===== src/rtl/seq_serializer_if.sv =====
// Handshake and serial-output bundle for seq_serializer.
// The master side presents words and observes the serial stream;
// the slave side is the serializer itself.
interface seq_serializer_if #(
  parameter int DATA_W = 8,
  parameter int DIV_W  = 16
);

  logic [DATA_W-1:0] i_data;
  logic              i_valid;
  logic              o_ready;
  logic [DIV_W-1:0]  i_div;
  logic              i_lsb_first;
  logic              o_seq;
  logic              o_seq_valid;
  logic              o_busy;
  logic              o_done;

  modport master (
    output i_data, i_valid, i_div, i_lsb_first,
    input  o_ready, o_seq, o_seq_valid, o_busy, o_done
  );

  modport slave (
    input  i_data, i_valid, i_div, i_lsb_first,
    output o_ready, o_seq, o_seq_valid, o_busy, o_done
  );

endinterface


===== src/rtl/seq_serializer.sv =====
// Parallel-to-serial bit source for the serial pattern detectors.
// A DATA_W-bit word is accepted over valid/ready, then shifted out one
// bit per (div+1) clock cycles, MSB- or LSB-first. A one-cycle done
// pulse follows the last bit period, after which the next word may be
// accepted. All outputs are registered.
module seq_serializer #(
  parameter int   DATA_W     = 8,
  parameter int   DIV_W      = 16,
  parameter logic IDLE_LEVEL = 1'b1
) (
  input logic            clk,
  input logic            rst,
  seq_serializer_if.slave bus
);

  localparam int BIT_W = (DATA_W > 1) ? $clog2(DATA_W) : 1;
  localparam logic [BIT_W-1:0] LAST_BIT = BIT_W'(DATA_W - 1);

  typedef enum logic [1:0] {
    S_IDLE  = 2'd0,
    S_SHIFT = 2'd1,
    S_DONE  = 2'd2
  } state_t;

  state_t            state;

  // Word storage: the bit currently on o_seq has already been removed,
  // so the next bit to send always sits at the outgoing end.
  logic [DATA_W-1:0] shreg;
  logic [DIV_W-1:0]  div_q;
  logic [DIV_W-1:0]  div_cnt;
  logic [BIT_W-1:0]  bit_cnt;
  logic              lsb_q;

  // Registered outputs
  logic              ready_q;
  logic              seq_q;
  logic              seq_valid_q;
  logic              busy_q;
  logic              done_q;

  // Derived bit-selection values
  logic              first_bit;
  logic [DATA_W-1:0] load_rest;
  logic              next_bit;
  logic [DATA_W-1:0] shreg_shifted;

  assign first_bit     = bus.i_lsb_first ? bus.i_data[0] : bus.i_data[DATA_W-1];
  assign load_rest     = bus.i_lsb_first ? (bus.i_data >> 1) : (bus.i_data << 1);
  assign next_bit      = lsb_q ? shreg[0] : shreg[DATA_W-1];
  assign shreg_shifted = lsb_q ? (shreg >> 1) : (shreg << 1);

  // Control FSM with all outputs and datapath registers updated together
  always_ff @(posedge clk or negedge rst) begin
    // NOTE: every register here uses <= so all updates see pre-edge values;
    // a blocking = would let later statements read the freshly written value.
    if (!rst) begin
      state       <= S_IDLE;
      shreg       <= '0;
      div_q       <= '0;
      div_cnt     <= '0;
      bit_cnt     <= '0;
      lsb_q       <= 1'b0;
      ready_q     <= 1'b0;
      seq_q       <= IDLE_LEVEL;
      seq_valid_q <= 1'b0;
      busy_q      <= 1'b0;
      done_q      <= 1'b0;
    end else begin
      case (state)
        S_IDLE: begin
          if (bus.i_valid && ready_q) begin
            // Accept: capture the word and its options, drive the first bit
            shreg       <= load_rest;
            div_q       <= bus.i_div;
            lsb_q       <= bus.i_lsb_first;
            div_cnt     <= '0;
            bit_cnt     <= '0;
            ready_q     <= 1'b0;
            busy_q      <= 1'b1;
            seq_q       <= first_bit;
            seq_valid_q <= 1'b1;
            done_q      <= 1'b0;
            state       <= S_SHIFT;
          end else begin
            ready_q     <= 1'b1;
            busy_q      <= 1'b0;
            seq_q       <= IDLE_LEVEL;
            seq_valid_q <= 1'b0;
            done_q      <= 1'b0;
          end
        end

        S_SHIFT: begin
          if (div_cnt == div_q) begin
            div_cnt <= '0;
            if (bit_cnt == LAST_BIT) begin
              seq_q       <= IDLE_LEVEL;
              seq_valid_q <= 1'b0;
              done_q      <= 1'b1;
              state       <= S_DONE;
            end else begin
              bit_cnt <= bit_cnt + BIT_W'(1);
              seq_q   <= next_bit;
              shreg   <= shreg_shifted;
            end
          end else begin
            div_cnt <= div_cnt + DIV_W'(1);
          end
        end

        S_DONE: begin
          done_q  <= 1'b0;
          busy_q  <= 1'b0;
          ready_q <= 1'b1;
          state   <= S_IDLE;
        end

        default: begin
          // NOTE: the unused encoding recovers to idle with reset-valued
          // outputs, so a corrupted state register cannot stall the block.
          state       <= S_IDLE;
          ready_q     <= 1'b0;
          seq_q       <= IDLE_LEVEL;
          seq_valid_q <= 1'b0;
          busy_q      <= 1'b0;
          done_q      <= 1'b0;
        end
      endcase
    end
  end

  assign bus.o_ready     = ready_q;
  assign bus.o_seq       = seq_q;
  assign bus.o_seq_valid = seq_valid_q;
  assign bus.o_busy      = busy_q;
  assign bus.o_done      = done_q;

endmodule


===== src/flat_wrapper.sv =====
// flat-port wrapper written by rule: the top's interface ports become plain ports
module seq_serializer_flat 
#(
  parameter int   DATA_W     = 8,
  parameter int   DIV_W      = 16,
  parameter logic IDLE_LEVEL = 1'b1
)
  (clk, rst, bus_i_data, bus_i_valid, bus_i_div, bus_i_lsb_first, bus_o_ready, bus_o_seq, bus_o_seq_valid, bus_o_busy, bus_o_done);
  seq_serializer_if #(.DATA_W(DATA_W), .DIV_W(DIV_W)) bus_i ();
  input logic clk;
  input logic rst;
  input wire logic [$bits(bus_i.i_data)-1:0] bus_i_data;
  input wire logic [$bits(bus_i.i_valid)-1:0] bus_i_valid;
  input wire logic [$bits(bus_i.i_div)-1:0] bus_i_div;
  input wire logic [$bits(bus_i.i_lsb_first)-1:0] bus_i_lsb_first;
  output wire logic [$bits(bus_i.o_ready)-1:0] bus_o_ready;
  output wire logic [$bits(bus_i.o_seq)-1:0] bus_o_seq;
  output wire logic [$bits(bus_i.o_seq_valid)-1:0] bus_o_seq_valid;
  output wire logic [$bits(bus_i.o_busy)-1:0] bus_o_busy;
  output wire logic [$bits(bus_i.o_done)-1:0] bus_o_done;
  assign bus_i.i_data = bus_i_data;
  assign bus_i.i_valid = bus_i_valid;
  assign bus_i.i_div = bus_i_div;
  assign bus_i.i_lsb_first = bus_i_lsb_first;
  assign bus_o_ready = bus_i.o_ready;
  assign bus_o_seq = bus_i.o_seq;
  assign bus_o_seq_valid = bus_i.o_seq_valid;
  assign bus_o_busy = bus_i.o_busy;
  assign bus_o_done = bus_i.o_done;
  seq_serializer #(.DATA_W(DATA_W), .DIV_W(DIV_W), .IDLE_LEVEL(IDLE_LEVEL)) u_core (.clk(clk), .rst(rst), .bus(bus_i));
endmodule

===== config.mk =====
export PLATFORM = sky130hd
export DESIGN_NAME = seq_serializer_flat
export DESIGN_NICKNAME = d
export VERILOG_FILES = /design/src/rtl/seq_serializer_if.sv /design/src/rtl/seq_serializer.sv /design/src/flat_wrapper.sv
export SDC_FILE = /design/constraint.sdc
export NUM_CORES = 1
export LEC_CHECK = 0
export CAP_MARGIN = 40
export CELL_PAD_IN_SITES_DETAIL_PLACEMENT = 0
export CELL_PAD_IN_SITES_GLOBAL_PLACEMENT = 1
export CORE_UTILIZATION = 25
export CTS_BUF_LIST = sky130_fd_sc_hd__clkbuf_4
export DETAILED_ROUTE_END_ITERATION = 8
export HOLD_SLACK_MARGIN = 0.1
export PLACE_DENSITY_LB_ADDON = 0.1
export SETUP_SLACK_MARGIN = 0.1
export SLEW_MARGIN = 0
export SYNTH_ARGS = -nofsm -noshare
export SYNTH_HDL_FRONTEND = slang
export SYNTH_SLANG_ARGS = --single-unit

===== constraint.sdc =====
create_clock -name clk -period 2.03 [get_ports clk]
set_input_delay 0.3045 -clock clk [delete_from_list [all_inputs] [get_ports clk]]
set_output_delay 0.3045 -clock clk [all_outputs]
set_load 0.01 [all_outputs]

# After elaboration in Yosys (flattened, before gate mapping)

Index checks and enable logic that the tools add are counted.

Bits in registers: 51
Output and inout bits: 5

Add/subtract/negate cells: 2
Equal/unequal tests: 8
Mux-type cells: 33
Bitwise logic cells: 1
Reduce and logical (&&, ||, !) cells: 10

Operators with widths:

| cell                                                                    | number |
|---|---|
| 8-bit two-way mux                                                       | 5 |
| 16-bit two-way mux                                                      | 2 |
| 16-bit one-hot mux with 2 select lines                                  | 1 |
| 16-bit by 1-bit adder with 16-bit output, second input constant         | 1 |
| 16-bit == test                                                          | 1 |
| 8-bit one-hot mux with 2 select lines                                   | 1 |
| 1-bit two-way mux                                                       | 12 |
| 3-bit two-way mux                                                       | 3 |
| 1-bit one-hot mux with 3 select lines                                   | 3 |
| 2-bit AND reduction                                                     | 4 |
| 2-bit two-way mux                                                       | 3 |
| 2-bit by 1-bit inequality test with 1-bit output, second input constant | 3 |
| 3-bit one-hot mux with 2 select lines                                   | 1 |
| 3-bit AND reduction                                                     | 2 |
| 2-bit one-hot mux with 2 select lines                                   | 1 |
| 4-bit AND reduction                                                     | 1 |
| 3-bit by 1-bit adder with 3-bit output, second input constant           | 1 |
| 3-bit == test, second input constant                                    | 1 |
| 2-bit by 1-bit == test with 1-bit output, second input constant         | 1 |
| 2-bit == test, second input constant                                    | 1 |
| 2-bit logical NOT                                                       | 1 |
| 2-bit inequality test, second input constant                            | 1 |
| 1-bit one-hot mux with 2 select lines                                   | 1 |
| 2-bit nonzero test                                                      | 1 |
| 2 further kinds                                                         | 2 |

# Depth between registers and ports, before layout

Word-level depth: 4
Gate-level depth with buffers: 8

# Worst setup path before layout

OpenSTA, ideal clock, no wires.

Path kind: register to register
Start point: reg u_core.div_cnt[8]
End point: reg u_core.seq_valid_q, in the netlist u_core.bus.o_seq_valid
Setup time: 126 ps
Data arrival time: 1839 ps
Data required time: 1904 ps
Setup slack: 64 ps
Stages on the path, launching flop included: 8
Buffers on the path: 2
Cell sequence: dfrtp_1 > buf_6 > xor2_1 > nor4_2 > nand4_2 > buf_6 > or2_1 > a311o_1

Longest elaborated chain between the ends: 3

RTL lines:

| element                                                    | line                  | source |
|---|---|---|
| from (decl)                                                | seq_serializer.sv:31  | `logic [DIV_W-1:0] div_cnt;` |
| from (signal assigned)                                     | seq_serializer.sv:108 | `div_cnt <= div_cnt + DIV_W'(1);` |
| 16-bit == test                                             | seq_serializer.sv:95  | `if (div_cnt == div_q) begin` |
| 2-bit by 1-bit inequality test with 1-bit output (no line) | n/a                   |  |
| 3-bit AND reduction (no line)                              | n/a                   |  |
| to (signal assigned)                                       | seq_serializer.sv:89  | `seq_valid_q <= 1'b0;` |
| to (signal assigned)                                       | seq_serializer.sv:99  | `seq_valid_q <= 1'b0;` |
| to (signal assigned)                                       | seq_serializer.sv:125 | `seq_valid_q <= 1'b0;` |
| to (decl)                                                  | seq_serializer.sv:38  | `logic seq_valid_q;` |

Every way passes these cells.
A chain may end at the register's enable or synchronous reset.

# Worst setup path after layout

Start point: reg u_core.div_q[0]
End point: reg u_core.shreg[6]

Longest elaborated chain between the ends: 3

RTL lines:

| element                                                    | line                  | source |
|---|---|---|
| from (decl)                                                | seq_serializer.sv:30  | `logic [DIV_W-1:0] div_q;` |
| from (signal assigned)                                     | seq_serializer.sv:75  | `div_q <= bus.i_div;` |
| 16-bit == test                                             | seq_serializer.sv:95  |  |
| 2-bit by 1-bit inequality test with 1-bit output (no line) | n/a                   |  |
| 4-bit AND reduction (no line)                              | n/a                   |  |
| to (signal assigned)                                       | seq_serializer.sv:74  | `shreg <= load_rest;` |
| to (signal assigned)                                       | seq_serializer.sv:105 | `shreg <= shreg_shifted;` |
| to (decl)                                                  | seq_serializer.sv:29  | `logic [DATA_W-1:0] shreg;` |

Every way passes these cells.

==> results.cfg <==
[logic_synthesis]
synthFlopType = dfrtp_1
synth_edf_count = 0
ys_async_sr_fraction_pct = 100
synth_fp_nets = 286
yosys_warnings = 0
synth.avg_cell_area_um2 = 10.8
netlist_instances = 255
synth.top_cell.area_share_pct = 45.4
syn_area_um2 = 2760
ys_top_cells_by_area = dfrtp_1 (45%), mux2_2 (9.8%), xor2_1 (5.1%), nand4_1 (3.2%), mux2i_1 (2.9%)
synth_seq_cells = 51
synth_top_cell_by_area = dfrtp_1
ys_seq_area_share_pct = 46.3
synth_cell_types = 48

[sta]
drv_slew = 0
setup_slack_ns = 0.0402
hold_slack_ns = 0.391
rsz0062_at_grt = true
finalSetupViolCount = 0
tns_ns = 0
hold_violations = 0
min_period_ns = 1.99
worstMarginPinSlew_ns = 0.539
fmaxAchievable_mhz = 503
fin_crit_sh_pct = 98.0
skew_ns = 0.0130
slew_headroom_pct = 64.1

[outcome]
status = finished clean

[power_and_ir_drop]
power_density_nw_per_um2 = 470
ir_drop_mv = 0.222
p_leak_uw = 0.00166

[routing]
drt_iter0_drc = 91
via_count = 2172
route.met3.wl_um = 205
viasPerCell = 4.76
ant_nets = 0
wire_per_inst_um = 15.3
drcViolationCount = 0
routed_wl_um = 6970
dr.pass1.iters = 4
wl_met2_um = 2890
top_layer_used = met4
drt-met1-wl_um = 3790

[finish]
final_common_cell = dfrtp_1
fin_util_pct = 35.1
final_cell_area_um2 = 3680
syn2layout_area_growth_pct = 33.6
diodes = 0
nets = 351
final_cell_mix = dfrtp_1 (50), buf_4 (39), clkdlybuf4s50_1 (31)
drive_above_1_share_pct = 29.4

[global_route]
antenna_found_initial = 0
grt_pass1_wl_um = 11800
grt_util_all_layers_pct = 13.2
grt_start_max_net_pins = 33
grt_pass1_vias = 2241
gr-total-overflow = 0

[critical_path]
critPathKind = reg -> reg
critPathLaunchType = flop
reg2reg_from = u_core.div_q[0]
critPathCaptureType = flop
crit_path_max_incr_delay_ns = 0.42
crit_slowest_cell = dfrtp_1
rrSetupSlack_ns = 0.04
cp_cell_sequence = xor2_1 -> nor4_1 -> buf_4 -> nand4_4 -> buf_6 -> a21oi_4 -> buf_12 -> mux2_4
reg2reg_to = u_core.shreg[6]
r2r.worst_path.cells = 8
cp.required_ns = 2.31
critPathArrivalTime_ns = 2.27
cp_max_fo = 7

[placement]
place.gp.congestion = 0.724
post_dp_cell_area_um2 = 3490
place_ws_ns = -0.0287
dp_hpwl_um = 4920
io_buffers = 32

[clocking]
cts.sinks = 51
htreeDepth = 2
cts-buffers-inserted = 5
cts.path.max_buffers = 2
clock-root-buffer = clkbuf_4
cts_tree = yes
clock_latency_ns = 0.38
clkTransAtPathRegs_ns = 0.16

[die]
num_rows = 37
die_w_um = 107
die_h_um = 107
ios = 33
start_util_pct = 26.2
core_area_um2 = 10500
die_area_um2 = 11500

[min_path]
hold_class = in -> async

[run]
max_cap_violations = 0
==> stage by stage <==
step,std cells,power (uW)
floorplan,255,1050
global placement,444,1130
detailed placement,445,1130
CTS,456,1770
global route,456,1810
finish,456,1730
==> final cells by class <==
| class | count | area (um2) |
|---|---|---|
| fill | 1080 | 6820 |
| multi-input combinational | 178 | 1440 |
| sequential | 51 | 1280 |
| timing repair buffer | 77 | 701 |
| tap | 136 | 170 |
| clock buffer | 6 | 45.0 |
| clock inverter | 1 | 30.0 |
| inverter | 7 | 26.3 |
==> cell usage after synthesis (all sizes together) (2+ instances only) <==
| master | number |
|---|---|
| nor3 | 6 |
| nand3 | 4 |
| o311ai | 8 |
| nand4 | 15 |
| or3 | 2 |
| a2bb2oi | 2 |
| mux2 | 24 |
| o21ai | 3 |
| nand2b | 2 |
| dfrtp | 50 |
| nor4 | 4 |
| clkbuf | 14 |
| a21oi | 10 |
| nand2 | 19 |
| o2bb2ai | 3 |
| a211oi | 6 |
| and4 | 2 |
| a31o | 3 |
| inv | 7 |
| xor2 | 16 |
| a22o | 4 |
| buf | 5 |
| and3 | 2 |
| nor2b | 7 |
| nor3b | 3 |
| nor2 | 9 |
| ha | 3 |
| mux2i | 8 |
==> cells by family after synthesis <==
group                    synth area share, %
XOR/XNOR                                5.08
buffers and inverters                   4.54
AO/OA/AOI/OAI                           13.4
adder cells (fa/ha/maj)                 1.36
AND/OR/NAND/NOR                         16.6
multiplexers                            12.7
flip-flops                              46.3
==> flip-flops by register name, indices dropped and copies added, names as in the netlist <==
| signal | count |
|---|---|
| u_core.bus.o_ready | 1 |
| u_core.bus.o_done | 1 |
| u_core.div_cnt | 16 |
| u_core.div_q | 16 |
| u_core.lsb_q | 1 |
| u_core.state | 2 |
| u_core.bus.o_busy | 1 |
| u_core.shreg | 8 |
| u_core.bit_cnt | 3 |
| u_core.bus.o_seq | 1 |
| u_core.bus.o_seq_valid | 1 |
==> timing repair <==
item,in CTS,in global routing
pin swaps,7,1
hold buffers,1,0
buffers inserted,3,0
endpoints found under the setup margin,25,30
hold endpoints to repair,19,0
resized for setup,16,4
==> power breakdown <==
part | total (uW) | internal (uW) | switching [uW]
clock | 616 | 268 | 348
combinational | 97.9 | 58.1 | 39.8
sequential | 1020 | 1020 | 0
total | 1730 | 1340 | 388
==> routing by layer <==
| layer | vias up | global-route usage, % |
|---|---|---|
| met5 | - | 0 |
| met4 | 0 | 3.82 |
| met3 | 7 | 2.01 |
| met2 | 31 | 19.6 |
| met1 | 1057 | 19.7 |
| li1 | 1077 | - |
==> critical path: cells and delay by family (launching register included) <==
family                 cells  cell delay (ns)
AO/OA/AOI/OAI              1             0.13
XOR/XNOR                   1             0.16
buffers and inverters      3             0.47
flip-flops                 1             0.42
multiplexers               1             0.29
AND/OR/NAND/NOR            2             0.41
==> worst max-delay path by stage <==
stage                             startpoint                  to  slack (ns)  cells after the start
final                        u_core.div_q[0]     u_core.shreg[6]        0.04                      8
after global routing      u_core.div_cnt[11]     u_core.shreg[4]       -0.07                      8
after CTS                   u_core.div_q[12]     u_core.shreg[6]        0.02                      8
after detailed placement         bus_i_valid     u_core.shreg[1]       -0.03                      6
after global placement           bus_i_valid   u_core.div_cnt[7]       -0.12                      6
after floorplan           u_core.div_cnt[11]  u_core.div_cnt[13]        0.12                      7
Note: power is estimated with default switching activity, not from simulation.
